File: config.mk
export PLATFORM = sky130hd
export DESIGN_NAME = uart_frame_sched_flat
export DESIGN_NICKNAME = d
export VERILOG_FILES = /design/src/rtl/uart_frame_sched_pkg.sv /design/src/rtl/uart_frame_sched_if.sv /design/src/rtl/uart_frame_sched_tick_gen.sv /design/src/rtl/uart_frame_sched.sv /design/src/flat_wrapper.sv
export SDC_FILE = /design/constraint.sdc
export NUM_CORES = 1
export LEC_CHECK = 0
export ABC_AREA = 1
export BUFFER_PORTS_ARGS = -buffer_cell sky130_fd_sc_hd__buf_2
export CAP_MARGIN = 0
export CORE_ASPECT_RATIO = 1.5
export CORE_MARGIN = 5
export CORE_UTILIZATION = 35
export CTS_CLUSTER_DIAMETER = 200
export CTS_CLUSTER_SIZE = 40
export DETAILED_ROUTE_END_ITERATION = 10
export HOLD_SLACK_MARGIN = 0.12
export PLACE_DENSITY = 0.56
export REMOVE_ABC_BUFFERS = 1
export SETUP_SLACK_MARGIN = 0.4
export SLEW_MARGIN = 10
export SYNTH_ARGS = -nofsm -noshare
export SYNTH_HDL_FRONTEND = slang
export SYNTH_SLANG_ARGS = --single-unit
export TNS_END_PERCENT = 50
File: constraint.sdc
create_clock -name clk -period 2.1 [get_ports clk]
set_clock_uncertainty 0.05 [all_clocks]
set_input_delay 0.21 -clock clk [delete_from_list [all_inputs] [get_ports clk]]
set_output_delay 0.21 -clock clk [all_outputs]
set_load 0.05 [all_outputs]
File: src/rtl/uart_frame_sched_pkg.sv
// Shared types and constants for the UART frame scheduler.
// Used by uart_frame_sched; the CSUM encoding is reserved even when the
// checksum build option (UART_FRAME_SCHED_CHECKSUM_EN) is off.
package uart_frame_pkg;

    typedef enum logic [1:0] {
        ST_IDLE = 2'd0,
        ST_SYNC = 2'd1,
        ST_DATA = 2'd2,
        ST_CSUM = 2'd3
    } state_e;

    localparam logic [7:0] SYNC_BYTE_DEF  = 8'hA5;
    localparam int         NUM_DATA_BYTES = 4;
    localparam int         IDX_W          = 2;

    // Frame checksum: XOR of the four data bytes, sync byte excluded.
    function automatic logic [7:0] frame_csum(input logic [7:0] b0,
                                              input logic [7:0] b1,
                                              input logic [7:0] b2,
                                              input logic [7:0] b3);
        return b0 ^ b1 ^ b2 ^ b3;
    endfunction

endpackage

File: src/rtl/uart_frame_sched_if.sv
// Byte stream between the frame scheduler (master) and uart_tx (slave).
interface uart_frame_sched_if;
    logic [7:0] tx_data;
    logic       tx_valid;
    logic       tx_ready;

    modport master (output tx_data, output tx_valid, input tx_ready);
    modport slave  (input tx_data, input tx_valid, output tx_ready);
endinterface

File: src/rtl/uart_frame_sched_tick_gen.sv
// Enable-gated period counter producing a one-cycle launch tick.
// The counter sits at zero while disabled, so the first tick lands
// exactly FRAME_PERIOD cycles after en rises.
module frame_tick_gen #(
    parameter int unsigned FRAME_PERIOD = 50000,
    parameter int unsigned CNT_W        = 16
) (
    input  logic clk,
    input  logic rst_n,
    input  logic en,
    output logic tick
);

    localparam logic [CNT_W-1:0] LAST = CNT_W'(FRAME_PERIOD - 1);

    logic [CNT_W-1:0] cnt_q;
    logic [CNT_W-1:0] cnt_d;

    assign tick = en && (cnt_q == LAST);

    // Next count: cleared while disabled or on wrap, otherwise increments.
    always_comb begin
        cnt_d = cnt_q;
        if (!en || tick) begin
            cnt_d = '0;
        end else begin
            cnt_d = cnt_q + CNT_W'(1);
        end
    end

    // Count register.
    always_ff @(posedge clk or negedge rst_n) begin
        if (!rst_n) begin
            cnt_q <= '0;
        end else begin
            cnt_q <= cnt_d;
        end
    end

endmodule

File: src/rtl/uart_frame_sched.sv
// Periodic frame scheduler: snapshots four sensor registers on each launch
// tick and streams SYNC, reg0..reg3 (and a checksum when
// UART_FRAME_SCHED_CHECKSUM_EN is defined) over a valid/ready byte stream.
//
// state | meaning
// IDLE  | waiting for a launch tick
// SYNC  | presenting SYNC_BYTE
// DATA  | presenting snapshot[idx], idx = 0..3
// CSUM  | presenting XOR checksum (checksum build only)
module uart_frame_sched
    import uart_frame_pkg::*;
#(
    parameter int unsigned FRAME_PERIOD = 50000,
    parameter logic [7:0]  SYNC_BYTE    = SYNC_BYTE_DEF,
    parameter int unsigned CNT_W        = 16
) (
    input  logic                clk,
    input  logic                rst_n,
    input  logic                en,
    input  logic [7:0]          reg0,
    input  logic [7:0]          reg1,
    input  logic [7:0]          reg2,
    input  logic [7:0]          reg3,
    uart_frame_sched_if.master  tx,
    output logic                busy,
    output logic                overrun,
    input  logic                overrun_clr,
    output logic [15:0]         frame_cnt
);

    localparam logic [IDX_W-1:0] LAST_IDX = IDX_W'(NUM_DATA_BYTES - 1);

    logic             tick;
    state_e           state_q;
    logic [IDX_W-1:0] idx_q;
    logic [IDX_W-1:0] idx_inc;
    logic [7:0]       snap_q [NUM_DATA_BYTES];
    logic [7:0]       tx_data_q;
    logic             tx_valid_q;
    logic             overrun_q;
    logic [15:0]      frame_cnt_q;
    logic             hs;

    frame_tick_gen #(
        .FRAME_PERIOD (FRAME_PERIOD),
        .CNT_W        (CNT_W)
    ) u_tick (
        .clk   (clk),
        .rst_n (rst_n),
        .en    (en),
        .tick  (tick)
    );

    assign hs      = tx_valid_q & tx.tx_ready;
    assign idx_inc = idx_q + IDX_W'(1);

    // Frame sequencer with registered byte stream outputs and sticky overrun.
    always_ff @(posedge clk or negedge rst_n) begin
        if (!rst_n) begin
            state_q     <= ST_IDLE;
            idx_q       <= '0;
            tx_data_q   <= 8'h00;
            tx_valid_q  <= 1'b0;
            overrun_q   <= 1'b0;
            frame_cnt_q <= 16'd0;
            for (int i = 0; i < NUM_DATA_BYTES; i++) begin
                snap_q[i] <= 8'h00;
            end
        end else begin
            // A tick while a frame is in flight is dropped; set beats clear.
            if (tick && (state_q != ST_IDLE)) begin
                overrun_q <= 1'b1;
            end else if (overrun_clr) begin
                overrun_q <= 1'b0;
            end

            case (state_q)
                ST_IDLE: begin
                    if (tick) begin
                        snap_q[0]  <= reg0;
                        snap_q[1]  <= reg1;
                        snap_q[2]  <= reg2;
                        snap_q[3]  <= reg3;
                        idx_q      <= '0;
                        tx_data_q  <= SYNC_BYTE;
                        tx_valid_q <= 1'b1;
                        state_q    <= ST_SYNC;
                    end
                end
                ST_SYNC: begin
                    if (hs) begin
                        tx_data_q <= snap_q[0];
                        state_q   <= ST_DATA;
                    end
                end
                ST_DATA: begin
                    if (hs) begin
                        if (idx_q == LAST_IDX) begin
`ifdef UART_FRAME_SCHED_CHECKSUM_EN
                            tx_data_q <= frame_csum(snap_q[0], snap_q[1],
                                                    snap_q[2], snap_q[3]);
                            state_q   <= ST_CSUM;
`else
                            tx_valid_q  <= 1'b0;
                            state_q     <= ST_IDLE;
                            frame_cnt_q <= frame_cnt_q + 16'd1;
`endif
                        end else begin
                            idx_q     <= idx_inc;
                            tx_data_q <= snap_q[idx_inc];
                        end
                    end
                end
`ifdef UART_FRAME_SCHED_CHECKSUM_EN
                ST_CSUM: begin
                    if (hs) begin
                        tx_valid_q  <= 1'b0;
                        state_q     <= ST_IDLE;
                        frame_cnt_q <= frame_cnt_q + 16'd1;
                    end
                end
`endif
                default: begin
                    tx_valid_q <= 1'b0;
                    state_q    <= ST_IDLE;
                end
            endcase
        end
    end

    assign tx.tx_data  = tx_data_q;
    assign tx.tx_valid = tx_valid_q;
    assign busy        = (state_q != ST_IDLE);
    assign overrun     = overrun_q;
    assign frame_cnt   = frame_cnt_q;

endmodule

File: src/flat_wrapper.sv
// flat-port wrapper written by rule: the top's interface ports become plain ports
module uart_frame_sched_flat import uart_frame_pkg::*;
#(
    parameter int unsigned FRAME_PERIOD = 50000,
    parameter logic [7:0]  SYNC_BYTE    = SYNC_BYTE_DEF,
    parameter int unsigned CNT_W        = 16
)
  (clk, rst_n, en, reg0, reg1, reg2, reg3, busy, overrun, overrun_clr, frame_cnt, tx_tx_data, tx_tx_valid, tx_tx_ready);
  uart_frame_sched_if tx_i ();
  input  logic clk;
  input  logic rst_n;
  input  logic en;
  input  logic [7:0] reg0;
  input  logic [7:0] reg1;
  input  logic [7:0] reg2;
  input  logic [7:0] reg3;
  output logic busy;
  output logic overrun;
  input  logic overrun_clr;
  output logic [15:0] frame_cnt;
  output wire logic [$bits(tx_i.tx_data)-1:0] tx_tx_data;
  output wire logic [$bits(tx_i.tx_valid)-1:0] tx_tx_valid;
  input wire logic [$bits(tx_i.tx_ready)-1:0] tx_tx_ready;
  assign tx_tx_data = tx_i.tx_data;
  assign tx_tx_valid = tx_i.tx_valid;
  assign tx_i.tx_ready = tx_tx_ready;
  uart_frame_sched #(.FRAME_PERIOD(FRAME_PERIOD), .SYNC_BYTE(SYNC_BYTE), .CNT_W(CNT_W)) u_core (.clk(clk), .rst_n(rst_n), .en(en), .reg0(reg0), .reg1(reg1), .reg2(reg2), .reg3(reg3), .tx(tx_i), .busy(busy), .overrun(overrun), .overrun_clr(overrun_clr), .frame_cnt(frame_cnt));
endmodule
==> flow_metrics.py <==
metrics = {
    "global_route": {
        "grt_use_total": 0.144,
        "overflow": 0,
        "antenna_found_initial": 0,
        "grt_max_degree": 65,
        "grt_pass1_wl_mm": 16.0,
        "grt_pass1_vias": 3517,
    },
    "yosys": {
        "ys_async_sr_fraction": 1.00,
        "synth_area_leaders": "dfrtp_1 (50%), nand2_1 (14%), inv_1 (5.5%)",
        "yosysTopAreaCellShare": 0.496,
        "synthXorXnorAreaFrac": 0.0489,
        "yosys_warnings": 0,
        "synth-adder-area-share": 0.0222,
        "synth_mux_area_frac": 0,
        "synth_compound_area_frac": 0.0890,
        "synth_top_family_by_area": "simple AND/OR/NAND/NOR gates",
        "synthesis.area_um2": 3940,
        "yosysSeqAreaShare": 0.496,
        "avgSynthCellArea_um2": 8.09,
        "synth_edf_count": 0,
        "synth_ff_type": "dfrtp_1",
        "ys_ff_latch": 78,
        "synthCells": 487,
        "synthDistinctLibCells": 32,
        "synth_top_cell_by_area": "dfrtp_1",
        "synth-simple-area-share": 0.267,
    },
    "routing": {
        "viasPerCell": 4.56,
        "wl_met3_um": 303,
        "drt.antenna.violating_nets": 0,
        "wl_mm": 9.13,
        "first_iter_violations": 110,
        "wl_met2_mm": 4.79,
        "drt-wirelength-per-cell_um": 12.2,
        "top_layer": "met4",
        "first_pass_iters": 4,
        "drc": 0,
        "drt-met1-wl_mm": 3.83,
        "num_vias": 3414,
    },
    "setup_path": {
        "r2r-start": "u_core.state_q[1]",
        "critical_path_class": "flip-flop to output pin",
        "cp_max_fo": 5,
        "worstRegToRegCells": 11,
        "startpoint": "u_core.state_q[1]",
        "crit_path_start_kind": "flip-flop",
        "crit_required_ns": 1.84,
        "worst_ep_arrival_time_ns": 1.39,
        "end_kind": "output pin",
    },
    "power_and_ir_drop": {
        "power.density_nw_per_um2": 634,
        "ir_drop_mv": 0.409,
        "p_seq_frac": 0.457,
        "p_int_uw": 2660,
        "sw_frac_of_total": 0.197,
        "pwr-share-comb": 0.043,
        "p_switching_uw": 652,
        "p_leak_uw": 0.00261,
        "clkPwrFrac": 0.500,
    },
    "cells_and_area": {
        "instances_no_fill": 749,
        "area_growth_pct": 32.5,
        "multiInputGateArea_um2": 1730,
        "finalNetCount": 641,
        "n_antenna_cell": 0,
        "seq_area_um2": 1950,
        "layout_common_cells": "nand2_1 (143), dfrtp_1 (78), buf_2 (61), inv_1 (54), nor2_1 (52)",
        "layout-drive-gt1-share": 0.203,
        "mostFrequentLayoutCell": "nand2_1",
        "nFillCells": 1136,
    },
    "placement": {
        "dp_cells": 691,
        "place_congestion": 0.905,
        "io_buffers": 63,
        "dp_slack_ns": 0.249,
        "place_hpwl_mm": 6.43,
    },
    "cts": {
        "path_clk_slew_ns": 0.06,
        "h-tree-depth": 3,
        "cts.sinks": 78,
        "cts_buffers": 9,
        "root_buffer": "clkbuf_16",
        "cts_tree": "yes",
        "clock_path_buffers": 2,
        "insertion_delay_ns": 0.34,
    },
    "timing": {
        "setup_violations": 0,
        "rsz0062_at_grt": "true",
        "setup-tns-final_ns": 0,
        "fin_crit_sh": 0.786,
        "final_hold_viol_count": 0,
        "fmax_ghz": 0.606,
        "slew_headroom": 0.608,
        "maxSlewViolCount": 0,
        "tightest_slew_ns": 0.588,
        "min_period_ns": 1.65,
        "layout_setup_ws_ns": 0.450,
    },
    "floorplanning": {
        "io_pins": 64,
        "fp.dieW_um": 96.6,
        "die_h_um": 140,
        "die_area_um2": 13500,
        "fp-row-count": 47,
        "core_um2": 11100,
        "start_util": 0.356,
    },
    "flow_run": {
        "max_cap_violations": 0,
    },
    "worst_hold_path": {
        "hp-class": "input port to flip-flop",
        "whs_path_depth": 3,
        "hold_path.startpoint": "en",
    },
    "outcome": {
        "status": "completed",
    },
}
-- repair_timing --
action                                  CTS  global route
pin swaps                                 2             8
gates resized for setup                  10            15
endpoints found under the setup margin   50            53
setup buffers                             5             2
endpoints found under the hold margin    77             0
cloned                                    0             1
hold buffers                             34             0
-- worst paths after layout --
path,endpoint,slack (ns)
min in group asynchronous,u_core.snap_q[5],0.38
max in group asynchronous,u_core.frame_cnt[5],1.04
min,u_core.overrun,0.18
max reg2reg,u_core.frame_cnt[15],0.49
min reg2reg,u_core.tx.tx_data[2],0.42
max,busy,0.45
-- kinds of logic after synthesis --
kind of cell    after synthesis
flops                        78
simple gates                240
compound gates               65
xor+xnor                     22
buf+inv                      75
fa+ha+maj                     7
-- stage by stage --
stage / cell area, um2 / util / power, uW / hold slack, ns
after global placement: 4440 / 0.401 / 1640 / 0.207
after floorplan: 3860 / - / 1560 / -0.136
after CTS: 5160 / 0.467 / 3360 / 0.163
final: 5220 / 0.472 / 3310 / 0.180
after global routing: 5220 / 0.472 / 3460 / 0.181
after detailed placement: 4440 / 0.401 / 1640 / 0.208
-- worst max-delay path: stages (launching register included) --
cell and delay [ns]:
dfrtp_1 0.39, inv_1 0.09, ha_2 0.20, buf_4 0.15, inv_1 0.07, buf_6 0.15
-- synth_stat cells, types with 4 or more instances --
cell type / n
nand2_1: 145
dfrtp_1: 78
inv_1: 58
nor2_1: 52
o21ai_1: 25
a21oi_1: 17
nand3_1: 14
xor2_1: 13
o21ai_0: 12
xnor2_1: 9
buf_2: 8
ha_1: 7
nand4_1: 7
nor3_1: 6
o22ai_1: 6
clkbuf_1: 4
nor2_4: 4
o21ai_2: 4
-- state kept, by name, summed over array words and instances (netlist names) --
signal and count:
u_core.tx.tx_valid 1, u_core.u_tick.cnt_q 16, u_core.state_q 2, u_core.idx_q 2
u_core.frame_cnt 16, u_core.tx.tx_data 8, u_core.overrun 1, u_core.snap_q 32
-- layout make-up --
class	instances	share of cell area
Inverter	61	0.0448
Clock buffer	12	0.0472
Multi-Input combinational cell	335	0.332
Timing Repair Buffer	112	0.153
Clock inverter	4	0.0134
Tap cell	147	0.0353
Sequential cell	78	0.374
-- routing by layer --
layer | vias up | GRT usage
met5 | - | 0
met4 | 0 | 0.0651
met3 | 13 | 0.0269
met2 | 56 | 0.255
met1 | 1594 | 0.167
li1 | 1751 | -
-- power by group through the flow --
stage	logic, uW	clock network, uW	registers, uW
global placement	96.9	0	1540
global route	163	1780	1510
detailed placement	97.7	0	1540
finish	142	1650	1510
floorplan	20.1	0	1540
CTS	147	1700	1510
No activity file was read; power rests on OpenSTA's default activity.
